<file path="config.mk">
export PLATFORM = sky130hd
export DESIGN_NAME = dm_arbiter
export DESIGN_NICKNAME = d
export VERILOG_FILES = /design/src/rtl/dm_arbiter.sv
export SDC_FILE = /design/constraint.sdc
export NUM_CORES = 1
export LEC_CHECK = 0
export BUFFER_PORTS_ARGS = -buffer_cell sky130_fd_sc_hd__buf_2
export CAP_MARGIN = 20
export CORE_MARGIN = 8
export CORE_UTILIZATION = 25
export DETAILED_ROUTE_END_ITERATION = 10
export GPL_TIMING_DRIVEN = 0
export PLACE_DENSITY = 0.5
export SLEW_MARGIN = 10
export SYNTH_ARGS = -nofsm -noshare
export SYNTH_HDL_FRONTEND = slang
export SYNTH_SLANG_ARGS = --single-unit
</file>
<file path="constraint.sdc">
create_clock -name clk -period 8.4 [get_ports clk]
set_input_delay 1.68 -clock clk [delete_from_list [all_inputs] [get_ports clk]]
set_output_delay 1.68 -clock clk [all_outputs]
set_load 0.02 [all_outputs]
</file>
<file path="src/rtl/dm_arbiter.sv">
// dm_arbiter: round-robin two-master arbiter and access sequencer for the shared data memory.
// In IDLE it latches one request, drives it to the DM for WAIT_CYCLES+1 cycles, then pulses rdy.
module dm_arbiter #(
    parameter int WAIT_CYCLES = 1
) (
    input  logic        clk,
    input  logic        reset,
    input  logic        m0_req,
    input  logic        m0_we,
    input  logic [3:0]  m0_type,
    input  logic [31:0] m0_addr,
    input  logic [31:0] m0_wd,
    input  logic [31:0] m0_pc,
    input  logic        m1_req,
    input  logic        m1_we,
    input  logic [3:0]  m1_type,
    input  logic [31:0] m1_addr,
    input  logic [31:0] m1_wd,
    input  logic [31:0] m1_pc,
    output logic        m0_rdy,
    output logic [31:0] m0_rd,
    output logic        m0_err,
    output logic        m1_rdy,
    output logic [31:0] m1_rd,
    output logic        m1_err,
    output logic        s_we,
    output logic [3:0]  s_type,
    output logic [31:0] s_addr,
    output logic [31:0] s_wd,
    output logic [31:0] s_pc,
    input  logic [31:0] s_rd,
    input  logic        s_exc,
    output logic        busy
);
    typedef struct packed {
        logic        we;
        logic [3:0]  typ;
        logic [31:0] addr;
        logic [31:0] wd;
        logic [31:0] pc;
    } dm_req_t;

    typedef enum logic [1:0] {IDLE, ACCESS, DONE} state_t;

    localparam logic [3:0] WAIT_INIT = 4'(WAIT_CYCLES);

    state_t      state, state_nx;
    logic [3:0]  cnt, cnt_nx;
    logic        grant, grant_nx;
    dm_req_t     req_q, req_nx;
    dm_req_t     m0_pkt, m1_pkt;
    logic [31:0] rd_q;
    logic        err_q;
    logic        in_access, final_cyc;

    assign m0_pkt = '{we: m0_we, typ: m0_type, addr: m0_addr, wd: m0_wd, pc: m0_pc};
    assign m1_pkt = '{we: m1_we, typ: m1_type, addr: m1_addr, wd: m1_wd, pc: m1_pc};

    assign in_access = (state == ACCESS);
    assign final_cyc = in_access && (cnt == 4'd0);

    // grant doubles as last_grant: it only changes on a new grant and resets to 1,
    // so master 0 wins the first tie.
    always_comb begin
        state_nx = state;
        cnt_nx   = cnt;
        grant_nx = grant;
        req_nx   = req_q;
        case (state)
            IDLE: begin
                if (m0_req || m1_req) begin
                    grant_nx = (m0_req && m1_req) ? ~grant : m1_req;
                    req_nx   = grant_nx ? m1_pkt : m0_pkt;
                    cnt_nx   = WAIT_INIT;
                    state_nx = ACCESS;
                end
            end
            ACCESS: begin
                if (cnt != 4'd0) cnt_nx = cnt - 4'd1;
                else             state_nx = DONE;
            end
            DONE:    state_nx = IDLE;
            default: state_nx = IDLE;
        endcase
    end

    always_ff @(posedge clk or posedge reset) begin
        if (reset) begin
            state <= IDLE;
            cnt   <= '0;
            grant <= 1'b1;
            req_q <= '0;
            rd_q  <= '0;
            err_q <= 1'b0;
        end else begin
            state <= state_nx;
            cnt   <= cnt_nx;
            grant <= grant_nx;
            req_q <= req_nx;
            if (final_cyc) begin
                rd_q  <= s_rd;
                err_q <= s_exc;
            end
        end
    end

    // Write enable only on the last ACCESS cycle so each store hits the DM exactly once.
    assign s_we   = final_cyc & req_q.we;
    assign s_type = in_access ? req_q.typ  : '0;
    assign s_addr = in_access ? req_q.addr : '0;
    assign s_wd   = in_access ? req_q.wd   : '0;
    assign s_pc   = in_access ? req_q.pc   : '0;

    assign m0_rdy = (state == DONE) && !grant;
    assign m1_rdy = (state == DONE) && grant;
    assign m0_rd  = m0_rdy ? rd_q : '0;
    assign m1_rd  = m1_rdy ? rd_q : '0;
    assign m0_err = m0_rdy & err_q;
    assign m1_err = m1_rdy & err_q;
    assign busy   = (state != IDLE);
endmodule

</file>
Yosys cells after proc, flatten, opt, wreduce, memory -nomap -nowiden. Cells that the tools add are included.

Output and inout bits: 170. Register bits after elaboration: 141.

Add/sub/neg operators: 1. Multiplexer cells: 14. Bitwise operators: 4. Reductions and logical operators: 14. Eq/ne operators: 5.

Operators with widths (number): 32-bit 2-to-1 mux (5); 101-bit 2-to-1 mux (1); 4-bit 2-to-1 mux (3); 4-bit one-hot mux with 2 select lines (1); 1-bit logical AND (4); 4-bit logical NOT (1); 2-bit 2-to-1 mux (2); 2-bit != test, second input constant (2); 2-bit one-hot mux with 2 select lines (1); 2-bit AND reduction (2); 2-bit nonzero test (2); 4-bit nonzero test (1); 4-bit by 1-bit subtractor with 4-bit output, second input constant (1); 1-bit bitwise AND (3); 3-bit AND reduction (1); 2-bit by 1-bit equality test with 1-bit output, second input constant (1); 2-bit equality test, second input constant (1); 2-bit logical NOT (1); 2-bit by 1-bit != test with 1-bit output, second input constant (1); 1-bit logical NOT (1); 1-bit logical OR (1); 1-bit 2-to-1 mux (1); 1-bit NOT (1).

Longest topological paths before layout.
Depth after elaboration: 3. Mapped depth: 7. Gate-level depth less buffers: 5.

Least setup slack after synthesis. No wires, ideal clock.

Path type: reg2out. Start point: register grant. End point: output m1_rd[21]. Path buffers: 1. Stages on the path, launching flop included: 4. Slack: 5293 ps. Arrival time: 1427 ps. Path through: dfstp_2 and3b_1 clkbuf_1 and2_1.

Longest elaborated chain between the ends: 2.

Ends and longest elaborated chain: start: declaration (line 49) `logic grant, grant_nx;`; start signal: assignment (line 98) `grant <= grant_nx;`; 1-bit logical AND (line 115) `assign m1_rdy = (state == DONE) && grant;`; via m1_rdy (line 23) `output logic m1_rdy,`; 32-bit 2-to-1 mux (line 117) `assign m1_rd = m1_rdy ? rd_q : '0;`; end: declaration (line 24) `output logic [31:0] m1_rd,`.

The timed path passes the listed nets, and every way through them passes these cells.

Worst setup path after layout.
Start point: register state[0]. End point: output busy.

Longest elaborated chain between the ends: 1.

Ends and longest elaborated chain: start: declaration (line 47) `state_t state, state_nx;`; start signal: assignment (line 96) `state <= state_nx;`; 2-bit nonzero test (line 120) `assign busy = (state != IDLE);`; end: declaration (line 33) `output logic busy`.

No other way between the ends.

==> run metrics <==
Worst Path Max Fanout 10; IO Port Bufs a little over 400; asr flop ratio synth between 90% and 100%; die extent in y about 190 um; area occupied by multi-input gates roughly 3700 um^2; Synth Instances approximately 860; WP data required between 6 and 7 ns; Post-DRT Antenna Nets 0; hold buffer count at CTS 0; Critical Path AT 2.26 ns; RSZ-0062 raised after global routing false; Clock Sinks approximately 140; total wire length about 33000 um; Initial Util between 20% and 30%; HPWL Detailed 25000 um; Ys Warns 0; I/O pins 409; grt total ovfl 0; Final Wtd Congestion 0.787; Fillers around 3200; GRT Util Overall roughly 18%; Setup CP Type flop to output port; prevailing post-synth register cell dfrtp_1; Die ar. approximately 36000 um^2; largest net degree at the start of global routing 72; detailed-route vias per instance roughly 4.6; CP startpoint kind flop; complex-gate fraction of the synthesized area 16.2%; top cells by area, synth dfrtp_1 46%, and2_1 14%, nand2_1 10%, a31oi_1 8.4%, a21oi_1 6.8%; TritonCTS clock tree built; # nets final approximately 1500; share of the synthesized area in the top cell type between 40% and 50%; count of final setup violators 0; Max Freq about 0.25 GHz; main combinational cell family by area after synthesis simple AND/OR/NAND/NOR gates; vias in the first global route between 8000 and 9000; sequential area share after synthesis ~47%; Post-CTS Resized 0; post-CTS setup buffers 0; layout cells sized above 1 slightly below 40%; mean area per synthesized cell between 8 and 9 um^2; minimum clock period after layout slightly below 4 ns; core area approximately 30000 um^2; multiplexer share of the synthesized area 6.48%; worst relative slew slack 49.6%; die width approximately 190 um; Clock transition at path regs approximately 0.070 ns; wire per inst about 19 um; synthesized flop and latch total between 100 and 150; Synth-to-Final Area Change 41.8%; reg2reg setup slack between 6 and 7 ns; Setup TNS 0 ns; Pre-antenna DRT Iters 6; XOR/XNOR Fraction of Synth Area 0%; Post-Synth Simple-Gate Area ~25%; register area 3530 um^2; Final period util a little under half; mapped cell area ~7600 um^2; final number of hold-violating endpoints 0; leading area contributor after synthesis dfrtp_1; Synth cell types 34; max capacitance violation total 0; top cells by count, synth 203 x nand2_1, 168 x and2_1, 140 x dfrtp_1, 103 x a21oi_1, 102 x a31oi_1; global-route wire length before repair 49400 um; DRC errors left 0; Critical Path End Type output port; Adder-Cell Fraction of Synth Area 0.330%; Leak roughly 5.4 nW; # rows between 60 and 70; Clock H-tree levels 4; Least-Margin Pin Slew approximately 0.76 ns; Post-synth EDFFs 0; CTS buffer count 17; DR vias slightly below 8000; root buf cell clkbuf_16; starting DRC count in detailed routing ~380; clock latency on the worst-skew pair between 0.4 and 0.5 ns; Final Skew about 0.012 ns; worst min-delay path class flop to flop; Power Dens Cells 402 nW/um^2; fin util 36.1%; max-slew violations 0; syn_nets 1099; status complete, no violations; clk buf depth 2; initial antenna violation count 6; worst vdd ir approximately 0.00019 V; count leader, synth nand2_1
[layout by cell type (no fill, tap or decap), types with 4 or more instances in the layout]
master | Yosys | layout
clkinvlp_4 | 0 | 4
buf_1 | 4 | 4
mux2_4 | 29 | 29
nand2_1 | 203 | 203
inv_1 | 5 | 4
and2_1 | 168 | 168
buf_2 | 19 | 427
clkbuf_1 | 49 | 51
a31oi_1 | 102 | 102
mux2_2 | 5 | 5
clkbuf_16 | 0 | 17
dfrtp_1 | 140 | 140
a21oi_1 | 103 | 103
[through the flow]
stage	area, um^2	cells	total power [W]	setup WS [ns]	hold slack (ns)
after floorplan	7580	858	0.00271	2.94	0.486
after global placement	10100	1656	0.00356	0.780	0.505
after detailed placement	10100	1657	0.00357	4.84	0.504
after CTS	10700	1688	0.00439	4.38	0.523
after global routing	10800	1691	0.00465	4.31	0.535
final	10800	1691	0.00432	4.46	0.520
[report_power, final]
group	leakage, nW	switching (W)	internal (W)
clock network	0.277	0.000326	0.000470
registers	1.60	0.000186	0.00103
logic	3.48	0.00141	0.000901
[metal layers]
layer / vias up / GRT usage, % / wire length (um)
li1: 3766 / - / -
met5: - / 0 / 22
met3: 24 / 5.29 / 2690
met4: 4 / 4.09 / 368
met2: 315 / 30.2 / 15800
met1: 3692 / 21.2 / 13700
[path summary, 6_finish.rpt]
| kind | start | to | depth (start not counted) |
|---|---|---|---|
| min in group asynchronous | reset | rd_q[23] | 2 |
| setup / recovery | state[0] | busy | 6 |
| setup reg to reg | cnt[0] | rd_q[30] | 7 |
| hold reg to reg | rd_q[8] | rd_q[8] | 1 |
| hold / removal | rd_q[8] | rd_q[8] | 1 |
| max in group asynchronous | reset | req_q[96] | 3 |
[cells by family (layout without fill, tap and decap cells)]
family	after synthesis	after routing
AND/OR/NAND/NOR	383	383
AO/OA/AOI/OAI	214	214
flip-flops	141	141
buffers and inverters	84	524
multiplexers	34	34
adder cells (fa/ha/maj)	2	2
other	0	3
[area by class of cell]
type	count	area share (%)
Antenna cell	3	0.0698
Buffer	79	3.54
Clock buffer	19	4.03
Clock inverter	12	1.52
Inverter	5	0.244
Multi-Input combinational cell	633	34.0
Sequential cell	141	32.8
Tap cell	390	4.54
Timing Repair Buffer	409	19.2
[registers in the layout (all words and copies together), names as in the netlist]
register	flops
cnt	4
err_q	1
grant	1
rd_q	32
req_q	101
state	2
[worst max-delay path, stage by stage (launching register included)]
cell and delay, ns:
dfrtp_1 0.38, buf_6 0.13, nor2_2 0.40, buf_2 0.41
buf_2 0.29, inv_1 0.05, buf_2 0.17
Note: power is estimated with default switching activity, not from simulation.
